`config.mk`:
```
export PLATFORM = sky130hd
export DESIGN_NAME = instr_encoder
export DESIGN_NICKNAME = d
export VERILOG_FILES = /design/src/rtl/instr_encoder.sv
export SDC_FILE = /design/constraint.sdc
export NUM_CORES = 1
export LEC_CHECK = 0
export BUFFER_PORTS_ARGS = -buffer_cell sky130_fd_sc_hd__buf_4
export CELL_PAD_IN_SITES_DETAIL_PLACEMENT = 0
export CELL_PAD_IN_SITES_GLOBAL_PLACEMENT = 1
export CORE_MARGIN = 2
export CORE_UTILIZATION = 40
export DETAILED_ROUTE_END_ITERATION = 16
export PLACE_DENSITY = 0.91
export SLEW_MARGIN = 20
export SYNTH_ARGS = -nofsm -noshare
export SYNTH_HDL_FRONTEND = slang
export SYNTH_SLANG_ARGS = --single-unit
```
`constraint.sdc`:
```
create_clock -name clk -period 2.7 [get_ports clk]
set_input_delay 0.135 -clock clk [delete_from_list [all_inputs] [get_ports clk]]
set_output_delay 0.135 -clock clk [all_outputs]
set_load 0.02 [all_outputs]
```
`src/rtl/instr_encoder.sv`:
```
// RV32I instruction encoder: packs decoded fields and an immediate into a 32-bit word
// behind a single-entry valid/ready output register with address tagging and error counting.
module instr_encoder #(
    parameter logic [31:0] BASE_ADDR = 32'h0000_0000
) (
    input  logic        clk,
    input  logic        rst_n,
    input  logic        in_valid,
    output logic        in_ready,
    input  logic [2:0]  in_type,
    input  logic [4:0]  in_rd,
    input  logic [4:0]  in_rs1,
    input  logic [4:0]  in_rs2,
    input  logic [2:0]  in_funct3,
    input  logic [6:0]  in_funct7,
    input  logic [31:0] in_imm,
    input  logic        pc_clr,
    output logic        out_valid,
    input  logic        out_ready,
    output logic [31:0] out_word,
    output logic [31:0] out_pc,
    output logic        out_err,
    output logic [15:0] err_count
);

    localparam int unsigned XLEN  = 32;
    localparam int unsigned CNT_W = 16;
    localparam logic [XLEN-1:0]  NOP_WORD = 32'h0000_0013;
    localparam logic [XLEN-1:0]  PC_STEP  = 32'd4;
    localparam logic [CNT_W-1:0] CNT_MAX  = '1;

    localparam logic [6:0] OP_R = 7'b0110011;
    localparam logic [6:0] OP_I = 7'b0010011;
    localparam logic [6:0] OP_S = 7'b0100011;
    localparam logic [6:0] OP_B = 7'b1100011;
    localparam logic [6:0] OP_U = 7'b0110111;
    localparam logic [6:0] OP_J = 7'b1101111;

    typedef enum logic [2:0] {
        TYPE_R = 3'd0,
        TYPE_I = 3'd1,
        TYPE_S = 3'd2,
        TYPE_B = 3'd3,
        TYPE_U = 3'd4,
        TYPE_J = 3'd5
    } imm_type_e;

    logic                  out_valid_q, out_valid_d;
    logic [XLEN-1:0]       out_word_q,  out_word_d;
    logic [XLEN-1:0]       out_pc_q,    out_pc_d;
    logic                  out_err_q,   out_err_d;
    logic [CNT_W-1:0]      err_count_q, err_count_d;
    logic [XLEN-1:0]       pc_next_q,   pc_next_d;

    logic                  accept_c;
    logic [XLEN-1:0]       word_c;
    logic                  err_c;
    logic [XLEN-1:0]       pc_base_c;
    logic signed [XLEN-1:0] imm_s;
    logic                  fits12_c, fits_b_c, fits_j_c;

    assign in_ready = !out_valid_q || out_ready;
    assign accept_c = in_valid && in_ready;
    assign imm_s    = $signed(in_imm);

    // Immediate range checks shared by the type encoders
    assign fits12_c = (imm_s >= -32'sd2048) && (imm_s <= 32'sd2047);
    assign fits_b_c = (imm_s >= -32'sd4096) && (imm_s <= 32'sd4094) && !in_imm[0];
    assign fits_j_c = (imm_s >= -32'sd1048576) && (imm_s <= 32'sd1048574) && !in_imm[0];

    always_comb begin
        word_c = NOP_WORD;
        err_c  = 1'b0;
        case (imm_type_e'(in_type))
            TYPE_R: word_c = {in_funct7, in_rs2, in_rs1, in_funct3, in_rd, OP_R};
            TYPE_I: begin
                word_c = {in_imm[11:0], in_rs1, in_funct3, in_rd, OP_I};
                err_c  = !fits12_c;
            end
            TYPE_S: begin
                word_c = {in_imm[11:5], in_rs2, in_rs1, in_funct3, in_imm[4:0], OP_S};
                err_c  = !fits12_c;
            end
            TYPE_B: begin
                word_c = {in_imm[12], in_imm[10:5], in_rs2, in_rs1, in_funct3,
                          in_imm[4:1], in_imm[11], OP_B};
                err_c  = !fits_b_c;
            end
            TYPE_U: begin
                word_c = {in_imm[31:12], in_rd, OP_U};
                err_c  = (in_imm[11:0] != 12'd0);
            end
            TYPE_J: begin
                word_c = {in_imm[20], in_imm[10:1], in_imm[11], in_imm[19:12], in_rd, OP_J};
                err_c  = !fits_j_c;
            end
            default: err_c = 1'b1;
        endcase
        if (err_c) begin
            word_c = NOP_WORD;
        end
    end

    // pc_clr redirects the address of a same-cycle accept to BASE_ADDR
    assign pc_base_c = pc_clr ? BASE_ADDR : pc_next_q;

    always_comb begin
        out_valid_d = out_valid_q;
        out_word_d  = out_word_q;
        out_pc_d    = out_pc_q;
        out_err_d   = out_err_q;
        err_count_d = err_count_q;
        pc_next_d   = pc_next_q;
        if (accept_c) begin
            out_valid_d = 1'b1;
            out_word_d  = word_c;
            out_pc_d    = pc_base_c;
            out_err_d   = err_c;
            pc_next_d   = pc_base_c + PC_STEP;
            if (err_c && (err_count_q != CNT_MAX)) begin
                err_count_d = err_count_q + CNT_W'(1);
            end
        end else begin
            if (out_ready) begin
                out_valid_d = 1'b0;
            end
            if (pc_clr) begin
                pc_next_d = BASE_ADDR;
            end
        end
    end

    always_ff @(posedge clk or negedge rst_n) begin
        if (!rst_n) begin
            out_valid_q <= 1'b0;
            out_word_q  <= '0;
            out_pc_q    <= '0;
            out_err_q   <= 1'b0;
            err_count_q <= '0;
            pc_next_q   <= BASE_ADDR;
        end else begin
            out_valid_q <= out_valid_d;
            out_word_q  <= out_word_d;
            out_pc_q    <= out_pc_d;
            out_err_q   <= out_err_d;
            err_count_q <= err_count_d;
            pc_next_q   <= pc_next_d;
        end
    end

    assign out_valid = out_valid_q;
    assign out_word  = out_word_q;
    assign out_pc    = out_pc_q;
    assign out_err   = out_err_q;
    assign err_count = err_count_q;

endmodule

```
* Word-level counts from Yosys, hierarchy flattened
Cells that the tools add are included.
Widths: inputs -> output; s select.
** Word-level totals
- Memories kept :: 0
- Logic and storage cells :: 45
- RAM bits :: 0
- Bits in read-only memories :: 0
- Latch bits :: 0
- Input bits :: 65
- Bits in registers :: 114
- Output and inout bits :: 83
** Cells by class
- Div/mod/pow operators :: 0
- Mux-type cells :: 7
- Reduce and logical (&&, ||, !) cells :: 18
- Bitwise gates (word level) :: 0
- $lt $le $gt $ge :: 6
- Shift operators :: 0
- $mul :: 0
- Eq/ne operators :: 6
- Add/sub/neg operators :: 2
** Operator list (count)
- $pmux 32 s6 :: 1
- $mux 32 :: 3
- $add 32x3->32 const B :: 1
- $ge 32x12->1 const B :: 1
- $ge 32x13->1 const B :: 1
- $ge 32x21->1 const B :: 1
- $le 32x12->1 const B :: 1
- $le 32x13->1 const B :: 1
- $le 32x21->1 const B :: 1
- $add 16x1->16 const B :: 1
- $ne 16x16->1 const B :: 1
- $reduce_bool 12->1 :: 1
- $logic_and 1x1->1 :: 7
- $eq 3x2->1 const B :: 2
- $eq 3x3->1 const B :: 2
- $logic_not 1->1 :: 5
- $pmux 1 s5 :: 1
- $eq 3x1->1 const B :: 1
- $logic_not 3->1 :: 1
- $mux 1 :: 2
- $reduce_and 2->1 :: 1
- $reduce_bool 2->1 :: 1
- $reduce_or 2->1 :: 1
- $logic_or 1x1->1 :: 1

* Longest topological paths before layout
- Word-level depth :: 7
- Depth in mapped cells :: 11
- Depth with buffers taken out :: 9

* Worst setup path before layout
OpenSTA, ideal clock, no wires.
- Path kind :: reg-to-reg
- Start :: register out_valid_q (netlist: out_valid)
- End :: register pc_next_q[31]
- Required time :: 2.622 ns
- Setup slack :: 0.522 ns
- Path buffers :: 0
- Cell stages (with the launch flop) :: 8
- Arrival :: 2.100 ns
- Path through :: dfrtp_1 -> nand2b_1 -> nand2_1 -> or3_4 -> nor3_4 -> nand4b_4 -> or3_1 -> a21oi_1
** Between the ends
- Word-level cells in the longest chain between the ends :: 4
** Ends and longest elaborated chain
- start: declaration :: RTL line 48 : logic out_valid_q, out_valid_d;
- start signal: assignment :: RTL line 142 : out_valid_q <= out_valid_d;
- $logic_not 1->1 :: RTL line 62 : assign in_ready = !out_valid_q || out_ready;
- $logic_or 1x1->1 :: RTL line 62
- named net in_ready :: RTL line 9 : output logic in_ready,
- $logic_and 1x1->1 :: RTL line 63 : assign accept_c = in_valid && in_ready;
- $mux 32 :: RTL line 114 : if (accept_c) begin
- named net pc_next_d[31] :: RTL line 53 : logic [XLEN-1:0] pc_next_q, pc_next_d;
- end signal: assignment :: RTL line 147 : pc_next_q <= pc_next_d;
- end: declaration :: RTL line 53
The timed path passes the listed nets, and every way through them passes these cells.
A chain may end at the register's enable or synchronous reset.

* Final worst setup path
- Start :: register out_valid_q (netlist: out_valid)
- End :: register pc_next_q[31]
** Between the ends
- Word-level cells in the longest chain between the ends :: 4
** Ends and longest elaborated chain (RTL line)
- $logic_not 1->1 :: 62
- $logic_or 1x1->1 :: 62
- $logic_and 1x1->1 :: 63
- $mux 32 :: 114
- named net pc_next_d[31] :: 53
The timed path passes the listed nets, and every way through them passes these cells.

==> out/qor.txt <==
RUN STATUS
----------------------------------------------------------------------------------------
Outcome                                                                     finished, final reports clean

ROUTING
----------------------------------------------------------------------------------------
Remaining number of nets flagged by the antenna check after routing                    0
Detailed router's first-iteration violation count                                    288
Detailed-router iteration count before antenna repair                                  5
Sum of routed wire length over all layers                                       14530 µm
Drc violations                                                                         0
Routed wire length per instance                                                 16.13 µm
Number of vias per cell                                                            5.333
Total number of vias                                                                4805

GRT
----------------------------------------------------------------------------------------
Pin count of the biggest net entering global routing                                  92
Vias in the first global route                                                      4698
Initial antenna violation count                                                        0
Total grt overflow                                                                     0
First-pass GRT wire length                                                      23140 µm
All-layer global routing usage                                                    0.1998

PLACEMENT
----------------------------------------------------------------------------------------
HPWL Detailed                                                                   10280 µm
Number of buffer cells added on primary ports                                        147
Routability Congestion                                                            0.8660

STA
----------------------------------------------------------------------------------------
Time the final worst path needs with I/O delays and setup                       2.141 ns
Final Slew Violations                                                                  0
Count of final setup violators                                                         0
Max_slew headroom                                                                 0.4398
Setup repair after global routing missed its margin                                false
Number of hold-slack violations in the final timing report                             0
Max Clock Freq                                                                 467.1 MHz
WHS                                                                           0.07463 ns
Portion of the clock cycle consumed by the worst path in the final layout         0.7929
Accumulated negative setup slack                                                    0 ns
Setup clock skew after layout                                                0.007280 ns
Slew at the pin closest to its max-slew limit                                  0.8402 ns

WORST SETUP PATH
----------------------------------------------------------------------------------------
Required time of the worst setup path                                            3.02 ns
Setup CP Type                                                               flip-flop to flip-flop
CP Capture Type                                                                flip-flop
Worst stage delay on the critical path                                           0.43 ns
Critical-path maximum fanout                                                           9
Arrival time at the worst endpoint                                               2.46 ns
Critical path buffers and inverters                                                    0
Cell chain of the critical path                                             nand2b_1 -> nand2_2 -> or3_4 -> nor3_4 -> nand4b_4 -> or3_1 -> a21oi_1
Library cell contributing the largest single delay on the critical path            or3_4
Kind of cell adding the most delay to the critical path                     simple AND/OR/NAND/NOR gates
Crit path launch type                                                          flip-flop

DIE
----------------------------------------------------------------------------------------
Row count                                                                             42
Die Y-Extent                                                                    121.2 µm
Die span in x                                                                   121.2 µm
Die area                                                                     0.01470 mm²
Initial Util                                                                      0.4118
Core Box Area                                                                0.01335 mm²
Number of top-level design ports                                                     148

YOSYS
----------------------------------------------------------------------------------------
Total of flip-flops plus latches after synthesis                                     113
Number of warnings reported in the yosys synthesis log                                 0
Distinct cell type count of the synthesized netlist                                   41
Share of synthesized area occupied by flip-flops and latches                      0.5145
Mapped cell area                                                            0.005497 mm²
Avg Synthesized Cell Area                                                      9.626 µm²
Instance count of the mapped netlist                                                 571
Synth Net Count                                                                      638

LAYOUT
----------------------------------------------------------------------------------------
Layout cell share with drive strength beyond 1                                    0.2855
Diode count                                                                            0
Fill cells                                                                          1188
Nets@finish                                                                          780
Area grow syn2layout                                                              34.30%

CLOCK NETWORK
----------------------------------------------------------------------------------------
Clock tree root buffer cell                                                    clkbuf_16
Number of clock buffers inserted by TritonCTS                                         17
Clk Latency, worst-skew pair                                                     0.40 ns
Reg clk slew, reported paths                                                     0.05 ns
Clock tree from TritonCTS                                                           done
Sink Count                                                                           113
CTS HTree Levels                                                                       4
Largest buffer count on any clock path                                                 2

POWER
----------------------------------------------------------------------------------------
Worst-case vdd ir drop                                                       0.0004239 V
Total power per unit cell area                                              651.5 mW/mm²
Leak pwr                                                                        3.515 nW

WORST HOLD PATH
----------------------------------------------------------------------------------------
Path category of the worst min-delay check                                  primary input to flip-flop

RUN
----------------------------------------------------------------------------------------
Max-cap viol count                                                                     0

[worst paths after layout]
| path | from | endpoint | slack, ns | cells past startpoint |
|---|---|---|---|---|
| min in group asynchronous | rst_n | out_pc[21] | 0.31 | 2 |
| hold / removal | in_rs2[3] | out_word[23] | 0.07 | 3 |
| setup / recovery | out_valid | pc_next_q[31] | 0.56 | 7 |
| setup reg to reg | out_valid | pc_next_q[31] | 0.56 | 7 |
| max in group asynchronous | rst_n | out_pc[6] | 1.67 | 3 |
| hold reg to reg | out_pc[27] | out_pc[27] | 0.46 | 2 |
[power by group]
group,switching [mW],internal [mW]
Combinational,0.405,0.296
Clock,0.750,1.48
Sequential,0.0888,1.79
[synth_stat cells]
cell	n	area [µm²]
nor2_1	25	93.84
or3_1	6	37.54
or4_1	1	7.510
xor2_1	18	157.7
or3_4	1	11.26
nand3b_1	8	60.06
nor4b_1	1	8.760
nor2b_1	22	137.6
dfrtp_1	113	2828
o31ai_1	20	150.1
o22ai_1	7	43.79
a21oi_1	23	115.1
nor3_4	1	16.27
nand3_1	16	80.08
nor2b_2	1	8.760
buf_2	2	10.01
a31oi_1	1	6.260
mux2_2	14	157.7
and2_1	1	6.260
a22oi_1	22	165.2
and4_1	4	35.03
clkbuf_1	29	108.9
nand2b_1	16	100.1
or2b_1	1	7.510
and4b_1	1	10.01
xnor2_1	19	166.4
and3_1	12	75.07
nor4_1	9	56.30
o21ai_0	36	180.2
ha_1	2	25.02
mux2i_1	2	20.02
nand4b_4	1	23.77
buf_1	3	11.26
inv_1	5	18.77
buf_4	1	7.510
nor3_1	2	10.01
nor4b_2	1	15.01
clkbuf_2	1	5.000
a2111oi_0	1	8.760
nand2_1	101	379.1
nand4_1	21	131.4
[cell families after synthesis]
family	share of synthesized area
compound gates	0.1218
fa+ha+maj	0.004552
buf+inv	0.02936
simple gates	0.2386
xor+xnor	0.05896
flops	0.5145
mux	0.03232
[layout make-up]
class | count | area (µm²) | area share
clock buffer | 20 | 456.7 | 0.06186
clock inverter | 11 | 137.6 | 0.01864
inverter | 5 | 18.77 | 0.002542
multi-input combinational | 417 | 2510 | 0.3400
sequential | 113 | 2828 | 0.3831
tap | 176 | 220.2 | 0.02983
timing repair buffer | 159 | 1211 | 0.1641
[worst register-to-register path: cells and delay by family, from the launching register on]
kind            cells  cell delay [ns]
simple gates        6             1.54
compound gates      1             0.16
flops               1             0.38
[placed cells by master (no fill, tap or decap), types with 16 or more instances in the layout]
cell,n
a21oi_1,23
a22oi_1,22
buf_4,156
clkbuf_16,17
dfrtp_1,113
nand2_1,100
nand2b_1,16
nand3_1,16
nand4_1,21
nor2_1,25
nor2b_1,22
o21ai_0,36
o31ai_1,20
xnor2_1,19
xor2_1,18
[state kept, by name, summed over array words and instances, names as in the netlist]
name	flops
err_count	16
out_pc	32
out_err	1
out_word	31
pc_next_q	32
out_valid	1
[through the flow]
| stage | setup WS, ns | std cells | instance area (µm²) | utilization | power [mW] |
|---|---|---|---|---|---|
| floorplan | 0.5220 | 571 | 5497 | - | 2.241 |
| global placement | 0.6135 | 868 | 6768 | 0.5070 | 2.580 |
| detailed placement | 0.4806 | 868 | 6768 | 0.5070 | 2.603 |
| CTS | 0.5572 | 901 | 7382 | 0.5531 | 4.866 |
| global route | 0.3987 | 901 | 7382 | 0.5531 | 5.009 |
| finish | 0.5591 | 901 | 7382 | 0.5531 | 4.809 |
[per-layer routing]
metal  global-route usage  routed length, µm  vias up
met3              0.04652                836       28
met5                    0                  0        -
met1               0.2541               6276     2305
li1                     -                  -     2295
met4              0.08261                319        0
met2               0.3279               7098      177
[repair_timing]
action | CTS | global route
gates resized for setup | 0 | 0
hold buffers | 2 | 0
setup endpoints to repair | 0 | 0
hold endpoints to repair | 46 | 0
buffers inserted | 0 | 0
(Power assumes the default switching activity.)
